File: config.mk
export PLATFORM = sky130hd
export DESIGN_NAME = imm_gen_pipe
export DESIGN_NICKNAME = d
export VERILOG_FILES = /design/src/rtl/rv_decode_pkg.sv /design/src/rtl/imm_decode_comb.sv /design/src/rtl/imm_gen_pipe.sv
export SDC_FILE = /design/constraint.sdc
export NUM_CORES = 1
export LEC_CHECK = 0
export BUFFER_PORTS_ARGS = -buffer_cell sky130_fd_sc_hd__buf_2
export CORE_MARGIN = 2
export CORE_UTILIZATION = 54
export DETAILED_ROUTE_END_ITERATION = 10
export PLACE_DENSITY_LB_ADDON = 0.1
export SYNTH_ARGS = -nofsm -noshare
export SYNTH_HDL_FRONTEND = slang
export SYNTH_SLANG_ARGS = --single-unit
File: constraint.sdc
create_clock -name clk -period 5.01 [get_ports clk]
set_input_delay 0.2505 -clock clk [delete_from_list [all_inputs] [get_ports clk]]
set_output_delay 0.2505 -clock clk [all_outputs]
set_load 0.05 [all_outputs]
File: src/rtl/rv_decode_pkg.sv
// Shared RV32I/RV64I decode constants: major opcodes and immediate format codes.
package rv_decode_pkg;

    localparam logic [6:0] OP_IMM    = 7'b0010011;
    localparam logic [6:0] LOAD      = 7'b0000011;
    localparam logic [6:0] JALR      = 7'b1100111;
    localparam logic [6:0] STORE     = 7'b0100011;
    localparam logic [6:0] BRANCH    = 7'b1100011;
    localparam logic [6:0] LUI       = 7'b0110111;
    localparam logic [6:0] AUIPC     = 7'b0010111;
    localparam logic [6:0] JAL       = 7'b1101111;
    localparam logic [6:0] SYSTEM    = 7'b1110011;
    localparam logic [6:0] OP        = 7'b0110011;
    localparam logic [6:0] MISC_MEM  = 7'b0001111;
    localparam logic [6:0] OP_IMM_32 = 7'b0011011;
    localparam logic [6:0] OP_32     = 7'b0111011;

    localparam logic [2:0] FMT_I    = 3'd0;
    localparam logic [2:0] FMT_S    = 3'd1;
    localparam logic [2:0] FMT_B    = 3'd2;
    localparam logic [2:0] FMT_U    = 3'd3;
    localparam logic [2:0] FMT_J    = 3'd4;
    localparam logic [2:0] FMT_Z    = 3'd5;
    localparam logic [2:0] FMT_NONE = 3'd7;

endpackage

File: src/rtl/imm_decode_comb.sv
// Pure combinational immediate extraction: instruction word -> {imm, fmt, illegal}.
module imm_decode_comb
    import rv_decode_pkg::*;
#(
    parameter int XLEN       = 32,
    parameter int ENABLE_CSR = 1
) (
    input  logic [31:0]     instr,
    output logic [XLEN-1:0] imm,
    output logic [2:0]      fmt,
    output logic            illegal
);

    localparam bit IS_RV64 = (XLEN == 64);

    // Every sign-extended format fits in 32 bits; widen once at the end.
    logic signed [31:0] imm_s32;
    logic               zero_ext;

    always_comb begin
        imm_s32  = '0;
        zero_ext = 1'b0;
        fmt      = FMT_NONE;
        illegal  = 1'b0;
        case (instr[6:0])
            OP_IMM, LOAD, JALR: begin
                fmt     = FMT_I;
                imm_s32 = {{20{instr[31]}}, instr[31:20]};
            end
            OP_IMM_32: begin
                if (IS_RV64) begin
                    fmt     = FMT_I;
                    imm_s32 = {{20{instr[31]}}, instr[31:20]};
                end else begin
                    illegal = 1'b1;
                end
            end
            STORE: begin
                fmt     = FMT_S;
                imm_s32 = {{20{instr[31]}}, instr[31:25], instr[11:7]};
            end
            BRANCH: begin
                fmt     = FMT_B;
                imm_s32 = {{19{instr[31]}}, instr[31], instr[7], instr[30:25],
                           instr[11:8], 1'b0};
            end
            LUI, AUIPC: begin
                fmt     = FMT_U;
                imm_s32 = {instr[31:12], 12'b0};
            end
            JAL: begin
                fmt     = FMT_J;
                imm_s32 = {{11{instr[31]}}, instr[31], instr[19:12], instr[20],
                           instr[30:21], 1'b0};
            end
            SYSTEM: begin
                if (ENABLE_CSR != 0) begin
                    fmt      = FMT_Z;
                    zero_ext = 1'b1;
                    imm_s32  = {27'b0, instr[19:15]};
                end else begin
                    illegal = 1'b1;
                end
            end
            OP, MISC_MEM: begin
                fmt = FMT_NONE;
            end
            OP_32: begin
                illegal = !IS_RV64;
            end
            default: begin
                illegal = 1'b1;
            end
        endcase
    end

    assign imm = zero_ext ? XLEN'(unsigned'(imm_s32)) : XLEN'(imm_s32);

endmodule

File: src/rtl/imm_gen_pipe.sv
// Registered, valid/ready immediate generator with a main output register and
// one skid entry, so in_ready never depends combinationally on out_ready.
module imm_gen_pipe
    import rv_decode_pkg::*;
#(
    parameter int XLEN       = 32,
    parameter int TAG_W      = 32,
    parameter int ENABLE_CSR = 1
) (
    input  logic             clk,
    input  logic             rst,
    input  logic             in_valid,
    output logic             in_ready,
    input  logic [31:0]      in_instr,
    input  logic [TAG_W-1:0] in_tag,
    output logic             out_valid,
    input  logic             out_ready,
    output logic [XLEN-1:0]  out_imm,
    output logic [2:0]       out_fmt,
    output logic             out_illegal,
    output logic [TAG_W-1:0] out_tag
);

    logic [XLEN-1:0] dec_imm;
    logic [2:0]      dec_fmt;
    logic            dec_illegal;

    imm_decode_comb #(
        .XLEN       (XLEN),
        .ENABLE_CSR (ENABLE_CSR)
    ) u_decode (
        .instr   (in_instr),
        .imm     (dec_imm),
        .fmt     (dec_fmt),
        .illegal (dec_illegal)
    );

    logic             m_valid_reg,   m_valid_next;
    logic [XLEN-1:0]  m_imm_reg,     m_imm_next;
    logic [2:0]       m_fmt_reg,     m_fmt_next;
    logic             m_illegal_reg, m_illegal_next;
    logic [TAG_W-1:0] m_tag_reg,     m_tag_next;

    logic             k_valid_reg,   k_valid_next;
    logic [XLEN-1:0]  k_imm_reg,     k_imm_next;
    logic [2:0]       k_fmt_reg,     k_fmt_next;
    logic             k_illegal_reg, k_illegal_next;
    logic [TAG_W-1:0] k_tag_reg,     k_tag_next;

    logic in_ready_reg, in_ready_next;
    logic accept;
    logic drain;

    assign accept = in_valid & in_ready_reg;
    assign drain  = m_valid_reg & out_ready;

    always_comb begin
        m_valid_next   = m_valid_reg;
        m_imm_next     = m_imm_reg;
        m_fmt_next     = m_fmt_reg;
        m_illegal_next = m_illegal_reg;
        m_tag_next     = m_tag_reg;
        k_valid_next   = k_valid_reg;
        k_imm_next     = k_imm_reg;
        k_fmt_next     = k_fmt_reg;
        k_illegal_next = k_illegal_reg;
        k_tag_next     = k_tag_reg;

        if (drain && k_valid_reg) begin
            // in_ready is low whenever K is occupied, so no accept can collide here.
            m_imm_next     = k_imm_reg;
            m_fmt_next     = k_fmt_reg;
            m_illegal_next = k_illegal_reg;
            m_tag_next     = k_tag_reg;
            k_valid_next   = 1'b0;
        end else if (accept && (drain || !m_valid_reg)) begin
            m_valid_next   = 1'b1;
            m_imm_next     = dec_imm;
            m_fmt_next     = dec_fmt;
            m_illegal_next = dec_illegal;
            m_tag_next     = in_tag;
        end else if (accept) begin
            k_valid_next   = 1'b1;
            k_imm_next     = dec_imm;
            k_fmt_next     = dec_fmt;
            k_illegal_next = dec_illegal;
            k_tag_next     = in_tag;
        end else if (drain) begin
            m_valid_next   = 1'b0;
        end

        in_ready_next = ~k_valid_next;
    end

    always_ff @(posedge clk or posedge rst) begin
        if (rst) begin
            m_valid_reg   <= 1'b0;
            m_imm_reg     <= '0;
            m_fmt_reg     <= FMT_NONE;
            m_illegal_reg <= 1'b0;
            m_tag_reg     <= '0;
            k_valid_reg   <= 1'b0;
            k_imm_reg     <= '0;
            k_fmt_reg     <= FMT_NONE;
            k_illegal_reg <= 1'b0;
            k_tag_reg     <= '0;
            in_ready_reg  <= 1'b0;
        end else begin
            m_valid_reg   <= m_valid_next;
            m_imm_reg     <= m_imm_next;
            m_fmt_reg     <= m_fmt_next;
            m_illegal_reg <= m_illegal_next;
            m_tag_reg     <= m_tag_next;
            k_valid_reg   <= k_valid_next;
            k_imm_reg     <= k_imm_next;
            k_fmt_reg     <= k_fmt_next;
            k_illegal_reg <= k_illegal_next;
            k_tag_reg     <= k_tag_next;
            in_ready_reg  <= in_ready_next;
        end
    end

    assign in_ready    = in_ready_reg;
    assign out_valid   = m_valid_reg;
    assign out_imm     = m_imm_reg;
    assign out_fmt     = m_fmt_reg;
    assign out_illegal = m_illegal_reg;
    assign out_tag     = m_tag_reg;

endmodule

==> metrics.md, run 1 <==
| Metric | Value |
|---|---|
| PortBufs | `137` |
| Synthesized instance count | `667` |
| Placed inst area | `between 6000 and 7000 um2` |
| Area of the core | `10900 um2` |
| Clk pwr share | `0.236` |
| Yosys reg bits | `139` |
| Share of the core filled with cells | `0.715` |
| Total Negative Setup Slacks | `0 ns` |
| Total grt overflow | `0` |
| Switching power of the nets | `2.34 mW` |
| Class of the tightest hold or removal check | `input pin to flop` |
| Quantity of gates resized following cts | `0` |
| Fraction of layout cells with a size suffix above 1 | `0.233` |
| Crit path time final | `between 2 and 3 ns` |
| Fill count | `~830` |
| Fin crit share | `0.505` |
| Placed instance count | `~900` |
| Final count of hold timing violations | `0` |
| Status | `finished clean` |
| Number of synthesized flops with an enable pin | `0` |
| Post-CTS Setup Repair Bufs | `0` |
| TritonCTS clock tree | `done` |
| Minimum setup slack after placement | `approximately 2.5 ns` |
| Area share of the largest cell type after synthesis | `0.549` |
| Switching Share | `0.444` |
| Hold buffers post-CTS | `38` |
| TritonCTS buffer count | `17` |
| Routed via count | `~5500` |
| Number of nets with antenna violations after routing | `0` |
| Area enclosed by the die boundary | `12100 um2` |
| Top-Level Pins | `138` |
| Fin. max-slew vios | `0` |
| Setup repair after global routing missed its margin | `false` |
| GP Congestion | `0.818` |
| Required time of the critical path | `5.38 ns` |
| Static Leakage | `3.63 nW` |
| Setup clock skew after layout | `0.00676 ns` |
| Largest fanout on the critical path | `44` |
| Total chip power | `5.27 mW` |
| Top cells by area in the synthesized netlist | `sky130_fd_sc_hd__dfrtp_1, sky130_fd_sc_hd__nand2_1, sky130_fd_sc_hd__a31oi_1` |
| Max_slew headroom | `0.179` |
| Maximum number of pins on one net before global-route repair | `90` |
| Global-route wire length before repair | `25800 um` |
| Share of total power in sequential cells | `0.349` |
| Final worst hold slack | `approximately 0.031 ns` |
| Starting Density | `0.557` |
| Relative area change from synthesis to final layout | `28.4%` |
| Commonest cells in the netlist | `sky130_fd_sc_hd__nand2_1, sky130_fd_sc_hd__dfrtp_1, sky130_fd_sc_hd__nor2_1, sky130_fd_sc_hd__a21oi_1, sky130_fd_sc_hd__clkbuf_1` |
| Chip width | `about 110 um` |
| Combined global-route utilization of all metal layers | `0.275` |
| CTS sink count | `139` |
| Vias in the first global route | `around 5400` |
| Share of synthesized area occupied by flip-flops and latches | `0.575` |
| Crit path DAT | `2.90 ns` |
| Ratio of routed vias to standard cells | `5.63` |
| Share of power burned in combinational logic | `0.415` |
| # DRC | `0` |
| Number of max-cap violations | `0` |
| Number of buffers on the longest clock path | `2` |
| F_max | `0.396 GHz` |
| Async set-or-reset flop fraction in the synthesized netlist | `1.00` |
| Post-synth top flop | `sky130_fd_sc_hd__dfrtp_1` |
| Biggest area consumer among synthesized cells | `sky130_fd_sc_hd__dfrtp_1` |
| Netlist Area Pre-Place | `6060 um2` |
| Int Power | `2.93 mW` |
| Transition time of the tightest slew-check pin | `~1.2 ns` |
| Endpoint kind of the worst setup timing path | `flop` |
| Critical path class | `flop to flop` |
| Average instance area after synthesis | `9.09 um2` |
| # rows | `38` |
| Pwr dens | `677 nW/um2` |
| Number of warnings printed during yosys synthesis | `0` |
| Ant. Diodes | `0` |
| Clock root buffer master | `sky130_fd_sc_hd__clkbuf_8` |
| Distinct cells, synth | `46` |
| Final cell count without fillers | `973` |
| Clock slew at the register clock pins of the worst setup and hold paths | `about 0.060 ns` |
| Die Span Y | `110 um` |
| Maximum resistive drop on vdd | `~0.5 mV` |
| Net count after synthesis | `735` |
| Initial DRT Pass Iterations | `5` |
| HPWL Detailed | `9810 um` |
| Most numerous cell in the Yosys netlist | `sky130_fd_sc_hd__nand2_1` |
| Finished layout cell area | `7780 um2` |
| Number of DRC markers after the initial detailed-route iteration | `483` |
| Crit start category | `flop` |
| Final setup violation count | `0` |
| Number of levels in the clock H-tree | `4` |
| Clock Latency Late Sink | `0.51 ns` |
| # nets final | `888` |
| Antenna violations before repair | `0` |
| Post-layout worst setup margin | `2.48 ns` |
| Total wire length after detailed routing | `15800 um` |
| Detailed-route wire length per cell | `around 16 um` |
-- cell usage in the layout, fill, tap and decap left out, types with 8 or more instances in the layout --
cell type / netlist / final
sky130_fd_sc_hd__a21oi_1: 45 / 44
sky130_fd_sc_hd__a22oi_1: 15 / 15
sky130_fd_sc_hd__a31oi_1: 41 / 41
sky130_fd_sc_hd__buf_2: 2 / 137
sky130_fd_sc_hd__clkbuf_16: 0 / 16
sky130_fd_sc_hd__dfrtp_1: 133 / 133
sky130_fd_sc_hd__dlygate4sd3_1: 0 / 38
sky130_fd_sc_hd__nand2_1: 194 / 194
sky130_fd_sc_hd__nand3_1: 11 / 9
sky130_fd_sc_hd__nor2_1: 54 / 54
sky130_fd_sc_hd__nor2b_1: 8 / 8
sky130_fd_sc_hd__o21ai_0: 35 / 35
sky130_fd_sc_hd__o21ai_1: 10 / 10
sky130_fd_sc_hd__o22ai_1: 14 / 14
-- final timing paths --
kind | start | endpoint | slack, ns | depth (start not counted)
max | out_valid | k_imm_reg[27] | 2.48 | 5
min | in_instr[27] | k_imm_reg[7] | 0.03 | 2
max reg2reg | out_valid | k_imm_reg[27] | 2.48 | 5
min reg2reg | k_tag_reg[27] | k_tag_reg[27] | 0.47 | 2
max in group asynchronous | rst | k_imm_reg[4] | 3.37 | 4
min in group asynchronous | rst | out_tag[3] | 0.44 | 3
-- power groups by stage --
| stage | combinational, mW | sequential [mW] | clock [mW] |
|---|---|---|---|
| after floorplan | 0.808 | 2.66 | 0 |
| after global placement | 2.12 | 1.83 | 0 |
| after detailed placement | 2.17 | 1.85 | 0 |
| after CTS | 2.20 | 1.84 | 1.26 |
| after global routing | 2.38 | 1.90 | 1.31 |
| final | 2.19 | 1.84 | 1.24 |
-- layout make-up --
cell class | instances | area, um2 | area share
timing repair buffer | 181 | 1110 | 0.143
clock buffer | 21 | 449 | 0.0577
sequential | 139 | 3490 | 0.448
multi-input combinational | 478 | 2400 | 0.309
tap | 140 | 175 | 0.0225
clock inverter | 11 | 144 | 0.0185
inverter | 3 | 16.3 | 0.00209
-- critical path, stage by stage (launching register included) --
cell	delay, ns
sky130_fd_sc_hd__dfrtp_1	0.43
sky130_fd_sc_hd__nor2b_1	0.37
sky130_fd_sc_hd__nand3_2	0.51
sky130_fd_sc_hd__buf_4	0.47
sky130_fd_sc_hd__a21oi_2	0.47
sky130_fd_sc_hd__a21oi_1	0.14
-- logic make-up (layout without fill, tap and decap cells) --
logic type,after synthesis,count (layout),synth area share
AND/OR/NAND/NOR,292,292,0.201
buffers and inverters,50,216,0.0332
flip-flops,139,139,0.575
AO/OA/AOI/OAI,185,185,0.189
multiplexers,1,1,0.00186
-- layer usage --
layer | routed length [um] | vias to the layer above | track usage
met5 | 0 | - | 0
li1 | - | 2606 | -
met2 | 7720 | 221 | 0.444
met4 | 165 | 0 | 0.0832
met3 | 986 | 19 | 0.0599
met1 | 6890 | 2635 | 0.373
No activity file was read; power rests on OpenSTA's default activity.
==> run 2, diff against run 1 <==
ABC_AREA = 1   (was unset)
CORE_UTILIZATION = 55   (was 54)
clock period = 2.4 ns   (was 5.01 ns; I/O delays follow)
==> metrics.md, run 2 <==
| Metric | Value |
|---|---|
| Hold path startpoint | `in_instr[15]` |
| GP Congestion | `0.968` |
| Chip width | `113 um` |
| Final setup violation count | `0` |
| Critical Path, Cell by Cell | `inv_1 -> nor2_1 -> inv_1 -> nor2_4 -> inv_1 -> buf_4 -> nand2_1 -> nand2_1` |
| Area of the core | `11500 um2` |
| Largest fanout on the critical path | `25` |
| Share of synthesized area occupied by flip-flops and latches | `0.536` |
| Fin crit share | `0.822` |
| Quantity of gates resized following cts | `0` |
| Number of DRC markers after the initial detailed-route iteration | `about 530` |
| Crit start category | `flop` |
| Total Negative Setup Slacks | `0 ns` |
| Maximum resistive drop on vdd | `~1.1 mV` |
| FF-to-FF Start | `out_valid` |
| # rows | `39` |
| Distinct cells, synth | `24` |
| Required time of the critical path | `2.75 ns` |
| Endpoint kind of the worst setup timing path | `flop` |
| Relative area change from synthesis to final layout | `28.8%` |
| Synthesized instance count | `about 860` |
| Post-layout worst setup margin | `about 0.43 ns` |
| Number of max-cap violations | `0` |
| HPWL Detailed | `11200 um` |
| Share of the core filled with cells | `0.730` |
| Vias in the first global route | `about 5900` |
| Async set-or-reset flop fraction in the synthesized netlist | `1.00` |
| Starting Density | `0.567` |
| TritonCTS buffer count | `17` |
| Clock root buffer master | `sky130_fd_sc_hd__clkbuf_16` |
| CP max stage delay | `0.57 ns` |
| Maximum number of pins on one net before global-route repair | `91` |
| Setup clock skew after layout | `approximately 0.0077 ns` |
| Commonest cells in the netlist | `sky130_fd_sc_hd__nand2_1, sky130_fd_sc_hd__nor2_1, sky130_fd_sc_hd__dfrtp_1, sky130_fd_sc_hd__a21oi_1, sky130_fd_sc_hd__nand3_1` |
| Most common library cell in the layout ignoring fill and taps | `sky130_fd_sc_hd__nand2_1` |
| Most frequent cells in the layout | `sky130_fd_sc_hd__nand2_1, sky130_fd_sc_hd__nor2_1, sky130_fd_sc_hd__buf_2` |
| Clock slew at the register clock pins of the worst setup and hold paths | `~0.060 ns` |
| Initial DRT Pass Iterations | `6` |
| Final count of hold timing violations | `0` |
| Ratio of routed vias to standard cells | `about 5.3` |
| CTS sink count | `roughly 140` |
| Fraction of layout cells with a size suffix above 1 | `0.202` |
| Class of the tightest hold or removal check | `input pin to flop` |
| Crit path DAT | `2.33 ns` |
| Biggest area consumer among synthesized cells | `sky130_fd_sc_hd__dfrtp_1` |
| Combined area of the multi-input logic cells | `2720 um2` |
| F_max | `0.507 GHz` |
| Total wire length after detailed routing | `17100 um` |
| CP Launch Point | `out_valid` |
| Average instance area after synthesis | `between 7 and 8 um2` |
| Crit path time final | `1.97 ns` |
| Area enclosed by the die boundary | `12700 um2` |
| Total grt overflow | `0` |
| Fill count | `903` |
| Reg area | `between 3000 and 4000 um2` |
| Number of warnings printed during yosys synthesis | `0` |
| Top-Level Pins | `approximately 140` |
| Number of levels in the clock H-tree | `4` |
| Detailed-route wire length per cell | `14.5 um` |
| Number of synthesized flops with an enable pin | `0` |
| Die Span Y | `about 110 um` |
| Ant. Diodes | `0` |
| TritonCTS clock tree | `done` |
| # DRC | `0` |
| Slowest cell on the critical path | `sky130_fd_sc_hd__inv_1` |
| Yosys reg bits | `139` |
| # nets final | `1087` |
| Number of nets with antenna violations after routing | `0` |
| Number of buffers on the longest clock path | `2` |
| Fin. max-slew vios | `0` |
| Routed via count | `6186` |
| Critical path class | `flop to flop` |
| Top cells by area in the synthesized netlist | `sky130_fd_sc_hd__dfrtp_1, sky130_fd_sc_hd__nand2_1, sky130_fd_sc_hd__nor2_1` |
| Static Leakage | `4.45 nW` |
| Total chip power | `between 10 and 15 mW` |
| Netlist Area Pre-Place | `6500 um2` |
| Net count after synthesis | `923` |
| Critical path's most frequent cell | `sky130_fd_sc_hd__inv_1` |
| Most numerous cell in the Yosys netlist | `sky130_fd_sc_hd__nand2_1` |
| Setup repair after global routing missed its margin | `false` |
| Transition time of the tightest slew-check pin | `0.886 ns` |
| Pwr dens | `1410 nW/um2` |
| PortBufs | `137` |
| Area share of the largest cell type after synthesis | `0.512` |
| Minimum setup slack after placement | `0.417 ns` |
| Status | `finished clean` |
| Global-route wire length before repair | `28100 um` |
| Max_slew headroom | `0.409` |
| Antenna violations before repair | `0` |
| Clock Latency Late Sink | `0.42 ns` |
| Post-synth top flop | `sky130_fd_sc_hd__dfrtp_1` |
| Combined global-route utilization of all metal layers | `0.277` |
## run 2: cell count changes in the layout (fill, tap and decap cells not counted), sizes merged, moves of 16 or more
cell	before	now
o21ai	45	9
nand2	195	316
inv	3	28
nand3	11	57
nor2	54	164
a21oi	49	65
## run 2: path summary, 6_finish.rpt
path	to	slack, ns	cells past startpoint
max	k_tag_reg[25]	0.43	8
min	k_imm_reg[15]	0.02	3
max reg2reg	k_tag_reg[25]	0.43	8
min reg2reg	out_imm[14]	0.47	2
max in group asynchronous	k_fmt_reg[0]	1.23	4
min in group asynchronous	out_imm[23]	0.42	3
## run 2: critical path: cells and delay by family, from the launching register on
| kind | cells | cell delay (ns) |
|---|---|---|
| simple gates | 4 | 0.26 |
| flops | 1 | 0.42 |
| buf+inv | 4 | 1.21 |
## run 2: cell type report
cell class	count	area share
flip-flops and latches	139	0.417
multi-input cells	643	0.325
repair buffers	195	0.152
clock buffers	18	0.0525
clock inverters	14	0.0218
well taps	143	0.0214
inverters	23	0.0108
## run 2: per-stage QoR
stage               instance area [um2]  hold slack [ns]  std cells
finish                             8370           0.0209       1175
detailed placement                 7330            0.328       1101
global placement                   7330            0.321       1101
global route                       8370           0.0165       1175
floorplan                          6500            0.237        855
CTS                                8370          0.00352       1175
## run 2: where the power goes
| part | leakage (nW) | internal, mW | switching, mW | total [mW] |
|---|---|---|---|---|
| combinational | 2.46 | 1.30 | 3.72 | 5.02 |
| clock | 0.301 | 1.69 | 1.06 | 2.75 |
| sequential | 1.70 | 3.42 | 0.571 | 3.99 |
## run 2: repair_timing
action                                 4_1_cts  5_1_grt
hold buffers                                42        0
endpoints found under the hold margin       80        0
setup endpoints to repair                    0        0
setup buffers                                0        0
## run 2: routing by layer
layer	wire, um	track usage	vias to the layer above
met5	0	0	-
met1	7570	0.384	2897
met3	955	0.0546	33
met4	423	0.112	0
met2	8140	0.432	206
li1	-	-	3050
## run 2: logic make-up after synthesis
family                 after synthesis  synth area share
AO/OA/AOI/OAI                      103            0.0853
buffers and inverters               73            0.0487
flip-flops                         139             0.536
AND/OR/NAND/NOR                    540             0.330
==> run 3, diff against run 2 <==
clock period = 2.1 ns   (was 2.4 ns; I/O delays follow)
==> metrics.md, run 3 (synthesized netlist as in run 2, its figures left out) <==
| Metric | Value |
|---|---|
| Global-route wire length before repair | `between 20000 and 30000 um` |
| Chip width | `113 um` |
| Most frequent cells in the layout | `sky130_fd_sc_hd__nand2_1, sky130_fd_sc_hd__nor2_1, sky130_fd_sc_hd__buf_2` |
| Slowest cell on the critical path | `sky130_fd_sc_hd__inv_2` |
| Status | `finished clean` |
| Fill count | `between 900 and 1000` |
| Routed via count | `6307` |
| CP max stage delay | `0.56 ns` |
| Relative area change from synthesis to final layout | `28.5%` |
| # nets final | `1085` |
| Fin crit share | `0.930` |
| Crit path DAT | `2.28 ns` |
| Combined area of the multi-input logic cells | `roughly 2700 um2` |
| Crit path max-delay family | `buffers and inverters` |
| Total grt overflow | `0` |
| Die Span Y | `113 um` |
| Class of the tightest hold or removal check | `input pin to flop` |
| Static Leakage | `approximately 4.4 nW` |
| Setup repair after global routing missed its margin | `false` |
| # rows | `39` |
| Ratio of routed vias to standard cells | `5.38` |
| Int Power | `7.38 mW` |
| TritonCTS buffer count | `17` |
| Combined global-route utilization of all metal layers | `0.286` |
| Total wire length after detailed routing | `17400 um` |
| GP Congestion | `around 0.93` |
| Clock root buffer master | `sky130_fd_sc_hd__clkbuf_16` |
| Final count of hold timing violations | `0` |
| Antenna violations before repair | `0` |
| Reg area | `approximately 3500 um2` |
| Detailed-route wire length per cell | `14.8 um` |
| Switching Share | `0.449` |
| Pwr dens | `roughly 1600 nW/um2` |
| PortBufs | `137` |
| Vias in the first global route | `6143` |
| Number of max-cap violations | `0` |
| Required time of the critical path | `2.42 ns` |
| Maximum number of pins on one net before global-route repair | `140` |
| Switching power of the nets | `~6 mW` |
| HPWL Detailed | `10600 um` |
| F_max | `0.512 GHz` |
| Most common library cell in the layout ignoring fill and taps | `sky130_fd_sc_hd__nand2_1` |
| Max_slew headroom | `0.495` |
| Number of DRC markers after the initial detailed-route iteration | `638` |
| Largest fanout on the critical path | `32` |
| Top-Level Pins | `138` |
| Area enclosed by the die boundary | `12700 um2` |
| TritonCTS clock tree | `done` |
| Share of total power in sequential cells | `0.340` |
| Final worst hold slack | `0.0127 ns` |
| Number of levels in the clock H-tree | `4` |
| Clock slew at the register clock pins of the worst setup and hold paths | `0.06 ns` |
| Total Negative Setup Slacks | `0 ns` |
| Number of buffers on the longest clock path | `2` |
| Area of the core | `11500 um2` |
| Critical Path, Cell by Cell | `inv_1 -> o21ai_1 -> nand2_4 -> inv_2 -> nor2_1 -> a21oi_1` |
| Critical path class | `flop to flop` |
| Fraction of layout cells with a size suffix above 1 | `0.193` |
| Fin. max-slew vios | `0` |
| Transition time of the tightest slew-check pin | `between 0.7 and 0.8 ns` |
| Initial DRT Pass Iterations | `6` |
| Share of power burned in combinational logic | `0.433` |
| Maximum resistive drop on vdd | `1.15 mV` |
| Starting Density | `0.567` |
| Final setup violation count | `0` |
| Clock Latency Late Sink | `around 0.42 ns` |
| Worst Path Buf+Inv | `2` |
| Crit start category | `flop` |
| Number of nets with antenna violations after routing | `0` |
| Setup clock skew after layout | `between 0.006 and 0.007 ns` |
| Ant. Diodes | `0` |
| CTS sink count | `139` |
| Post-CTS Setup Repair Bufs | `0` |
| # DRC | `0` |
| Endpoint kind of the worst setup timing path | `flop` |
| Crit path time final | `1.95 ns` |
| Clk pwr share | `0.227` |
-- run 3: power by group through the flow --
stage | registers [mW] | logic, mW | clock network, mW
CTS | 4.55 | 5.81 | 3.08
finish | 4.56 | 5.81 | 3.04
global route | 4.70 | 6.31 | 3.19
floorplan | 6.54 | 2.29 | 0
global placement | 4.52 | 5.58 | 0
detailed placement | 4.57 | 5.72 | 0
-- run 3: per-layer routing --
metal	GRT usage	up-vias	wire, um
met3	0.0589	45	1110
met2	0.464	270	8300
met4	0.104	0	413
met5	0	-	0
li1	-	3039	-
met1	0.386	2953	7570
-- run 3: tightest hold or removal path, stage by stage --
cell and delay [ns]:
sky130_fd_sc_hd__buf_2 0.11, sky130_fd_sc_hd__nand2_1 0.09, sky130_fd_sc_hd__a31oi_1 0.08
-- run 3: layout make-up --
type	count	area share
Clock inverter	7	0.0135
Timing Repair Buffer	193	0.153
Inverter	23	0.0108
Tap cell	143	0.0214
Sequential cell	139	0.418
Multi-Input combinational cell	643	0.325
Clock buffer	25	0.0582
-- run 3: timing repair --
action	CTS	global route
hold buffers	44	0
endpoints found under the hold margin	199	0
gates resized for setup	0	0
-- run 3: metrics by stage --
stage	instances	area (um2)	util	total power, mW	setup WS [ns]
floorplan	855	6500	-	8.82	0.265
global placement	1097	7310	0.637	10.1	0.346
detailed placement	1097	7310	0.637	10.3	0.234
CTS	1173	8350	0.728	13.4	0.202
global route	1173	8350	0.728	14.2	0.0421
finish	1173	8350	0.728	13.4	0.148
-- run 3: worst paths after layout --
check	from	endpoint	slack, ns	cells past startpoint
min in group asynchronous	rst	out_tag[29]	0.44	4
max in group asynchronous	rst	k_imm_reg[6]	1.07	4
hold reg to reg	out_imm[14]	out_imm[14]	0.47	2
setup reg to reg	out_valid	out_tag[10]	0.15	6
setup / recovery	out_valid	out_tag[10]	0.15	6
hold / removal	in_instr[18]	k_imm_reg[18]	0.01	3
